### src/rtl/dcache_port_scheduler_if.sv
// Bundle of the load, store, D-cache and load-response signals around the
// D-cache port scheduler. The scheduler uses the slave view; its environment uses the master view.
interface dcache_port_if #(
    parameter int ADDR_W = 32,
    parameter int DATA_W = 32,
    parameter int TAG_W  = 4,
    parameter int CNT_W  = 4
);
    logic              flush;

    logic              ld_valid;
    logic [ADDR_W-1:0] ld_addr;
    logic [TAG_W-1:0]  ld_tag;
    logic              ld_ready;

    logic              st_valid;
    logic [ADDR_W-1:0] st_addr;
    logic [DATA_W-1:0] st_data;
    logic              st_ready;
    logic [CNT_W-1:0]  sb_count;

    logic              dc_req_valid;
    logic              dc_req_write;
    logic [ADDR_W-1:0] dc_req_addr;
    logic [DATA_W-1:0] dc_req_data;
    logic              dc_busy;
    logic              dc_rd_valid;
    logic [DATA_W-1:0] dc_rd_data;

    logic              ld_resp_valid;
    logic [TAG_W-1:0]  ld_resp_tag;
    logic [DATA_W-1:0] ld_resp_data;

    modport slave (
        input  flush,
        input  ld_valid, ld_addr, ld_tag,
        output ld_ready,
        input  st_valid, st_addr, st_data,
        output st_ready, sb_count,
        output dc_req_valid, dc_req_write, dc_req_addr, dc_req_data,
        input  dc_busy, dc_rd_valid, dc_rd_data,
        output ld_resp_valid, ld_resp_tag, ld_resp_data
    );

    modport master (
        output flush,
        output ld_valid, ld_addr, ld_tag,
        input  ld_ready,
        output st_valid, st_addr, st_data,
        input  st_ready, sb_count,
        input  dc_req_valid, dc_req_write, dc_req_addr, dc_req_data,
        output dc_busy, dc_rd_valid, dc_rd_data,
        input  ld_resp_valid, ld_resp_tag, ld_resp_data
    );
endinterface

### src/rtl/dcache_port_scheduler.sv
// Arbitrates the single D-cache port between speculative loads and committed
// stores held in a FIFO store buffer; loads win unless starved stores, a full buffer or an address conflict force a store.
module dcache_port_scheduler #(
    parameter int ADDR_W       = 32,
    parameter int DATA_W       = 32,
    parameter int TAG_W        = 4,
    parameter int SB_DEPTH     = 8,
    parameter int STARVE_LIMIT = 4
) (
    input  logic         clk,
    input  logic         rst,
    dcache_port_if.slave bus
);

    localparam int PTR_W = $clog2(SB_DEPTH);
    localparam int CNT_W = PTR_W + 1;
    localparam int STV_W = $clog2(STARVE_LIMIT + 1);

    typedef enum logic [1:0] {
        IDLE    = 2'd0,
        REQ     = 2'd1,
        LD_WAIT = 2'd2
    } state_t;

    state_t state_reg, state_next;
    logic   kill_reg, kill_next;

    // Store buffer: pointers carry a wrap bit so full and empty are distinguishable.
    logic [CNT_W-1:0]  wr_ptr_reg, rd_ptr_reg;
    logic [ADDR_W-1:0] sb_addr_mem [SB_DEPTH];
    logic [DATA_W-1:0] sb_data_mem [SB_DEPTH];
    logic [CNT_W-1:0]  sb_count;
    logic              sb_empty, sb_full, sb_push, sb_pop;
    logic [PTR_W-1:0]  wr_idx, rd_idx;

    logic [STV_W-1:0]  starve_reg, starve_next;

    logic              req_write_reg;
    logic [ADDR_W-1:0] req_addr_reg;
    logic [DATA_W-1:0] req_data_reg;
    logic [TAG_W-1:0]  req_tag_reg;

    logic              resp_valid_reg, resp_fire;
    logic [TAG_W-1:0]  resp_tag_reg;
    logic [DATA_W-1:0] resp_data_reg;

    logic [SB_DEPTH-1:0] entry_hit;
    logic              conflict, force_st, ld_grant, st_grant;

    assign wr_idx   = wr_ptr_reg[PTR_W-1:0];
    assign rd_idx   = rd_ptr_reg[PTR_W-1:0];
    assign sb_count = wr_ptr_reg - rd_ptr_reg;
    assign sb_empty = (wr_ptr_reg == rd_ptr_reg);
    assign sb_full  = (sb_count == CNT_W'(SB_DEPTH));
    assign sb_push  = bus.st_valid && !sb_full;
    assign sb_pop   = (state_reg == REQ) && !bus.dc_busy && req_write_reg;

    // An entry is live when its distance from the read pointer is below the count;
    // the head stays live while it is being written to the cache.
    generate
        for (genvar gi = 0; gi < SB_DEPTH; gi++) begin : g_conflict
            logic [PTR_W-1:0] offset;
            assign offset        = PTR_W'(gi) - rd_idx;
            assign entry_hit[gi] = ({1'b0, offset} < sb_count) &&
                                   (sb_addr_mem[gi][ADDR_W-1:2] == bus.ld_addr[ADDR_W-1:2]);
        end
    endgenerate

    assign conflict = |entry_hit;
    assign force_st = !sb_empty &&
                      (sb_full || (starve_reg == STV_W'(STARVE_LIMIT)) || conflict);
    assign ld_grant = (state_reg == IDLE) && !force_st && bus.ld_valid &&
                      !conflict && !bus.flush;
    assign st_grant = (state_reg == IDLE) && !ld_grant && !sb_empty;

    always_comb begin
        starve_next = starve_reg;
        if (st_grant) begin
            starve_next = '0;
        end else if (ld_grant && !sb_empty && (starve_reg != STV_W'(STARVE_LIMIT))) begin
            starve_next = starve_reg + STV_W'(1);
        end
    end

    always_comb begin
        state_next = state_reg;
        kill_next  = kill_reg;
        resp_fire  = 1'b0;
        case (state_reg)
            IDLE: begin
                kill_next = 1'b0;
                if (ld_grant || st_grant) begin
                    state_next = REQ;
                end
            end
            REQ: begin
                if (bus.flush && !req_write_reg) begin
                    kill_next = 1'b1;
                end
                if (!bus.dc_busy) begin
                    state_next = req_write_reg ? IDLE : LD_WAIT;
                end
            end
            LD_WAIT: begin
                if (bus.flush) begin
                    kill_next = 1'b1;
                end
                if (bus.dc_rd_valid) begin
                    state_next = IDLE;
                    resp_fire  = !kill_reg && !bus.flush;
                end
            end
            default: begin
                state_next = IDLE;
            end
        endcase
    end

    always_ff @(posedge clk) begin
        if (rst) begin
            state_reg      <= IDLE;
            kill_reg       <= 1'b0;
            wr_ptr_reg     <= '0;
            rd_ptr_reg     <= '0;
            starve_reg     <= '0;
            req_write_reg  <= 1'b0;
            req_addr_reg   <= '0;
            req_data_reg   <= '0;
            req_tag_reg    <= '0;
            resp_valid_reg <= 1'b0;
            resp_tag_reg   <= '0;
            resp_data_reg  <= '0;
        end else begin
            state_reg      <= state_next;
            kill_reg       <= kill_next;
            starve_reg     <= starve_next;
            resp_valid_reg <= resp_fire;
            if (sb_push) begin
                wr_ptr_reg <= wr_ptr_reg + CNT_W'(1);
            end
            if (sb_pop) begin
                rd_ptr_reg <= rd_ptr_reg + CNT_W'(1);
            end
            if (ld_grant) begin
                req_write_reg <= 1'b0;
                req_addr_reg  <= bus.ld_addr;
                req_data_reg  <= '0;
                req_tag_reg   <= bus.ld_tag;
            end else if (st_grant) begin
                req_write_reg <= 1'b1;
                req_addr_reg  <= sb_addr_mem[rd_idx];
                req_data_reg  <= sb_data_mem[rd_idx];
            end
            if (resp_fire) begin
                resp_tag_reg  <= req_tag_reg;
                resp_data_reg <= bus.dc_rd_data;
            end
        end
    end

    // Buffer storage needs no reset: liveness is defined purely by the pointers.
    always_ff @(posedge clk) begin
        if (sb_push) begin
            sb_addr_mem[wr_idx] <= bus.st_addr;
            sb_data_mem[wr_idx] <= bus.st_data;
        end
    end

    assign bus.ld_ready      = ld_grant;
    assign bus.st_ready      = !sb_full;
    assign bus.sb_count      = sb_count;
    assign bus.dc_req_valid  = (state_reg == REQ);
    assign bus.dc_req_write  = req_write_reg;
    assign bus.dc_req_addr   = req_addr_reg;
    assign bus.dc_req_data   = req_data_reg;
    assign bus.ld_resp_valid = resp_valid_reg;
    assign bus.ld_resp_tag   = resp_tag_reg;
    assign bus.ld_resp_data  = resp_data_reg;

endmodule
### src/flat_wrapper.sv
// flat-port wrapper written by rule: the top's interface ports become plain ports
module dcache_port_scheduler_flat 
#(
    parameter int ADDR_W       = 32,
    parameter int DATA_W       = 32,
    parameter int TAG_W        = 4,
    parameter int SB_DEPTH     = 8,
    parameter int STARVE_LIMIT = 4
)
  (clk, rst, bus_flush, bus_ld_valid, bus_ld_addr, bus_ld_tag, bus_ld_ready, bus_st_valid, bus_st_addr, bus_st_data, bus_st_ready, bus_sb_count, bus_dc_req_valid, bus_dc_req_write, bus_dc_req_addr, bus_dc_req_data, bus_dc_busy, bus_dc_rd_valid, bus_dc_rd_data, bus_ld_resp_valid, bus_ld_resp_tag, bus_ld_resp_data);
  dcache_port_if #(.ADDR_W(ADDR_W), .DATA_W(DATA_W), .TAG_W(TAG_W)) bus_i ();
  input  logic clk;
  input  logic rst;
  input wire logic [$bits(bus_i.flush)-1:0] bus_flush;
  input wire logic [$bits(bus_i.ld_valid)-1:0] bus_ld_valid;
  input wire logic [$bits(bus_i.ld_addr)-1:0] bus_ld_addr;
  input wire logic [$bits(bus_i.ld_tag)-1:0] bus_ld_tag;
  output wire logic [$bits(bus_i.ld_ready)-1:0] bus_ld_ready;
  input wire logic [$bits(bus_i.st_valid)-1:0] bus_st_valid;
  input wire logic [$bits(bus_i.st_addr)-1:0] bus_st_addr;
  input wire logic [$bits(bus_i.st_data)-1:0] bus_st_data;
  output wire logic [$bits(bus_i.st_ready)-1:0] bus_st_ready;
  output wire logic [$bits(bus_i.sb_count)-1:0] bus_sb_count;
  output wire logic [$bits(bus_i.dc_req_valid)-1:0] bus_dc_req_valid;
  output wire logic [$bits(bus_i.dc_req_write)-1:0] bus_dc_req_write;
  output wire logic [$bits(bus_i.dc_req_addr)-1:0] bus_dc_req_addr;
  output wire logic [$bits(bus_i.dc_req_data)-1:0] bus_dc_req_data;
  input wire logic [$bits(bus_i.dc_busy)-1:0] bus_dc_busy;
  input wire logic [$bits(bus_i.dc_rd_valid)-1:0] bus_dc_rd_valid;
  input wire logic [$bits(bus_i.dc_rd_data)-1:0] bus_dc_rd_data;
  output wire logic [$bits(bus_i.ld_resp_valid)-1:0] bus_ld_resp_valid;
  output wire logic [$bits(bus_i.ld_resp_tag)-1:0] bus_ld_resp_tag;
  output wire logic [$bits(bus_i.ld_resp_data)-1:0] bus_ld_resp_data;
  assign bus_i.flush = bus_flush;
  assign bus_i.ld_valid = bus_ld_valid;
  assign bus_i.ld_addr = bus_ld_addr;
  assign bus_i.ld_tag = bus_ld_tag;
  assign bus_ld_ready = bus_i.ld_ready;
  assign bus_i.st_valid = bus_st_valid;
  assign bus_i.st_addr = bus_st_addr;
  assign bus_i.st_data = bus_st_data;
  assign bus_st_ready = bus_i.st_ready;
  assign bus_sb_count = bus_i.sb_count;
  assign bus_dc_req_valid = bus_i.dc_req_valid;
  assign bus_dc_req_write = bus_i.dc_req_write;
  assign bus_dc_req_addr = bus_i.dc_req_addr;
  assign bus_dc_req_data = bus_i.dc_req_data;
  assign bus_i.dc_busy = bus_dc_busy;
  assign bus_i.dc_rd_valid = bus_dc_rd_valid;
  assign bus_i.dc_rd_data = bus_dc_rd_data;
  assign bus_ld_resp_valid = bus_i.ld_resp_valid;
  assign bus_ld_resp_tag = bus_i.ld_resp_tag;
  assign bus_ld_resp_data = bus_i.ld_resp_data;
  dcache_port_scheduler #(.ADDR_W(ADDR_W), .DATA_W(DATA_W), .TAG_W(TAG_W), .SB_DEPTH(SB_DEPTH), .STARVE_LIMIT(STARVE_LIMIT)) u_core (.clk(clk), .rst(rst), .bus(bus_i));
endmodule
### config.mk
export PLATFORM = sky130hd
export DESIGN_NAME = dcache_port_scheduler_flat
export DESIGN_NICKNAME = d
export VERILOG_FILES = /design/src/rtl/dcache_port_scheduler_if.sv /design/src/rtl/dcache_port_scheduler.sv /design/src/flat_wrapper.sv
export SDC_FILE = /design/constraint.sdc
export NUM_CORES = 1
export LEC_CHECK = 0
export CORE_MARGIN = 5
export CORE_UTILIZATION = 60
export DETAILED_ROUTE_END_ITERATION = 7
export GPL_TIMING_DRIVEN = 1
export MAX_ROUTING_LAYER = met4
export PLACE_DENSITY = 0.91
export SLEW_MARGIN = 20
export SYNTH_ARGS = -nofsm -noshare
export SYNTH_HDL_FRONTEND = slang
export SYNTH_SLANG_ARGS = --single-unit
export TNS_END_PERCENT = 20
### constraint.sdc
create_clock -name clk -period 11.3 [get_ports clk]
set_input_delay 1.13 -clock clk [delete_from_list [all_inputs] [get_ports clk]]
set_output_delay 1.13 -clock clk [all_outputs]
set_load 0.01 [all_outputs]
==> reports/qor.txt <==
Worst Path Arrival: 5.26 ns
Critical R2R Launch: u_core.rd_ptr_reg[1]$_SDFFE_PP0P_
Height of the die: 222.8 um
Worst Setup SP: u_core.rd_ptr_reg[1]$_SDFFE_PP0P_
Synth unique cells: 49
Initial core utilization: 60.24%
Layout area overhead: 18.35%
Post-Syn Area: 27160 um^2
Post-synth ARST share: 0%
CP max FO: 69
Post-Layout Cell Count: 2603
PD cells: 175.2 nW/um^2
Clock transition at the registers of the reported paths: 0.06 ns
Layout Skew: 0.07077 ns
Die W: 222.8 um
Sequential area share after synthesis: 65.67%
EDFF count, synth: 512
Commonest cells post-synth: 512 x edfxtp_1, 130 x xor2_1, 128 x mux4_2
Placed cell count: 2479
Reg2reg end: u_core.bus.dc_req_data[8]$_SDFFE_PP0P_
PortBufs: 247
Final setup fails: 0
Total CTS buffers: 61
Clk root buf: clkbuf_16
Yosys top cell by area: edfxtp_1
H-tree depth: 2
Multi-input combinational cell area: 8802 um^2
Final-layout fill cell count: 2670
CTS max path bufs: 3
# IOs: 248
R2R cell count: 13
Maximum VDD drop: 0.1506 mV
Reg-to-reg setup timing slack: 5.46 ns
Start point of the worst hold path: u_core.bus.ld_resp_data[5]$_SDFFE_PP0P_
Pins Over Slew Limit: 0
Max Cap Viol: 0
Drt initial violations: 2312
Min Tclk post-route: 6.390 ns
Hold path cells: 2
Postcts setup bufs: 0
Initial antenna violation count: 4
Fin area: 32150 um^2
Synthesized area per cell: 15.77 um^2
Final GP Congestion: 1.013
Post-DP HPWL: 44610 um
Synthesis-stage register bit count: 635
Largest regs: u_core.sb_addr_mem x256, u_core.sb_data_mem x256
CTS tree: yes
DR vias/cell: 6.464
Clock sinks: 635
First-pass GRT wire length: 107500 um
Die area: 49630 um^2
Number of global-route vias before repair: 16670
# rows: 78
Unrepaired setup endpoints after global routing: false
Vias post-DR: 16830
Slew of the pin with the lowest slew margin: 1.093 ns
Delay of the slowest critical-path stage: 0.76 ns
Layout cells sized above 1: 14.53%
Prevailing post-synth register cell: edfxtp_1
Hold Violations, Final: 0
Critical Path Start Type: register
Synth top area share: 56.60%
Critical Path Sink Type: primary output
Post-Synthesis Net Count: 1880
Remaining global-route overflow: 0
Final hold slack: 0.4546 ns
Area contributors post-synth: edfxtp_1 57%, mux4_2 11%, dfxtp_1 9.1%, xor2_1 4.2%, xnor2_1 3.9%
Residual DRC: 0
All-Layer GR Usage: 29.74%
Final worst-path cycle share: 56.54%
CTS Hold Bufs: 0
CP cell instances: buf_4, inv_1, fa_1, xnor2_1, o21ai_0, a21boi_0, o211a_1, a2111o_1, nor4_1, and3_2, clkdlybuf4s50_1
Post-cts resize count: 0
Total routed wirelength: 73760 um
Fmax achieved: 156.5 MHz
Wirelength per Cell: 28.34 um
First-pass DRT Iterations: 6
Setup_tns: 0 ns
Reg area: 17850 um^2
DP Area: 30100 um^2
Core area: 45090 um^2
CP max-delay cell: buf_4
Top-count cell post-synth: edfxtp_1
Static Leak: 10.35 nW
Crit path kind: reg -> out
Clk_lat worst skew: 0.67 ns
Worst Hold Class: reg -> reg
Gate count after technology mapping: 1722
Fin nets: 2101
Slew HR: 26.98%
Synth warn: 0
Critical path required time: 10.17 ns
Largest net degree at the start of global routing: 76
Post-layout util: 71.30%
Number of nets with antenna violations after routing: 0
Sink of the worst hold path: u_core.bus.ld_resp_data[5]$_SDFFE_PP0P_
Status: complete, no violations
==> through the flow <==
| stage | setup WS, ns | total power [mW] |
|---|---|---|
| floorplan | 3.723 | 3.266 |
| global placement | 5.557 | 3.596 |
| detailed placement | 5.630 | 3.635 |
| CTS | 4.971 | 5.637 |
| global route | 4.677 | 5.820 |
| finish | 4.910 | 5.632 |
==> cells in the final DEF, fill, tap and decap left out, drive strengths merged, types with 3 or more instances in the layout <==
cell type | Yosys | layout
edfxtp | 512 | 512
clkdlybuf4s50 | 0 | 246
xor2 | 130 | 130
mux4 | 128 | 128
xnor2 | 123 | 123
dfxtp | 123 | 123
nand2 | 122 | 122
nor2 | 92 | 92
clkbuf | 56 | 84
a21oi | 79 | 79
mux2i | 68 | 68
nor4 | 41 | 41
a211oi | 34 | 34
nand4 | 32 | 32
a211o | 32 | 32
clkinv | 0 | 26
buf | 55 | 23
inv | 20 | 20
ha | 17 | 17
nand3 | 14 | 14
o21ai | 10 | 10
diode | 0 | 7
nor3 | 5 | 5
bufinv | 0 | 4
and3 | 3 | 3
==> worst max-delay path, delay by kind of cell (launching register included) <==
kind	cells	cell delay, ns
AOI/OAI and AO/OA	4	1.04
xor gates and xnor gates	1	0.50
adders and majority gates	1	0.51
buffers and inverters	3	1.58
DFF	1	0.31
and+or+nand+nor	2	0.68
==> per-layer routing <==
| layer | wire [um] | GRT usage [%] | vias to the layer above |
|---|---|---|---|
| met1 | 25570 | 37.74 | 8435 |
| met3 | 8912 | 7.174 | 202 |
| li1 | - | - | 6992 |
| met5 | 0 | - | - |
| met4 | 2979 | 10.49 | 0 |
| met2 | 36300 | 47.62 | 1198 |
==> how the worst max path moves through the flow <==
stage                                              endpoint
finish                                         bus_ld_ready
global placement       u_core.bus.dc_req_write$_SDFFE_PP0P_
detailed placement  u_core.bus.dc_req_data[10]$_SDFFE_PP0P_
floorplan                u_core.sb_addr_mem[0][0]$_DFFE_PP_
CTS                                            bus_ld_ready
global route                                   bus_ld_ready
==> power breakdown <==
| group | total (mW) | leakage [nW] | internal, mW | switching (mW) |
|---|---|---|---|---|
| Sequential | 2.75 | 5.65 | 2.66 | 0.0860 |
| Clock | 2.01 | 0.964 | 1.13 | 0.886 |
| Combinational | 0.872 | 3.73 | 0.386 | 0.486 |
==> cell families (layout without fill, tap and decap cells) <==
group | count (synthesis) | count (layout) | share of synthesized area (%)
multiplexers | 196 | 196 | 13.12
AND/OR/NAND/NOR | 322 | 322 | 5.436
XOR/XNOR | 253 | 253 | 8.186
adder cells (fa/ha/maj) | 19 | 19 | 0.9305
buffers and inverters | 131 | 405 | 2.151
other | 0 | 7 | 0
flip-flops | 635 | 635 | 65.67
AO/OA/AOI/OAI | 166 | 166 | 4.510
==> cell type report <==
cell class              instances  area share (%)
inverters                      20          0.2335
multi-input cells             956           27.38
well taps                     600           2.335
clock buffers                  84           5.173
diodes                          7         0.05449
clock inverters                32           1.028
flip-flops and latches        635           55.52
repair buffers                269           8.271
Power figures use the tool's default switching activity.
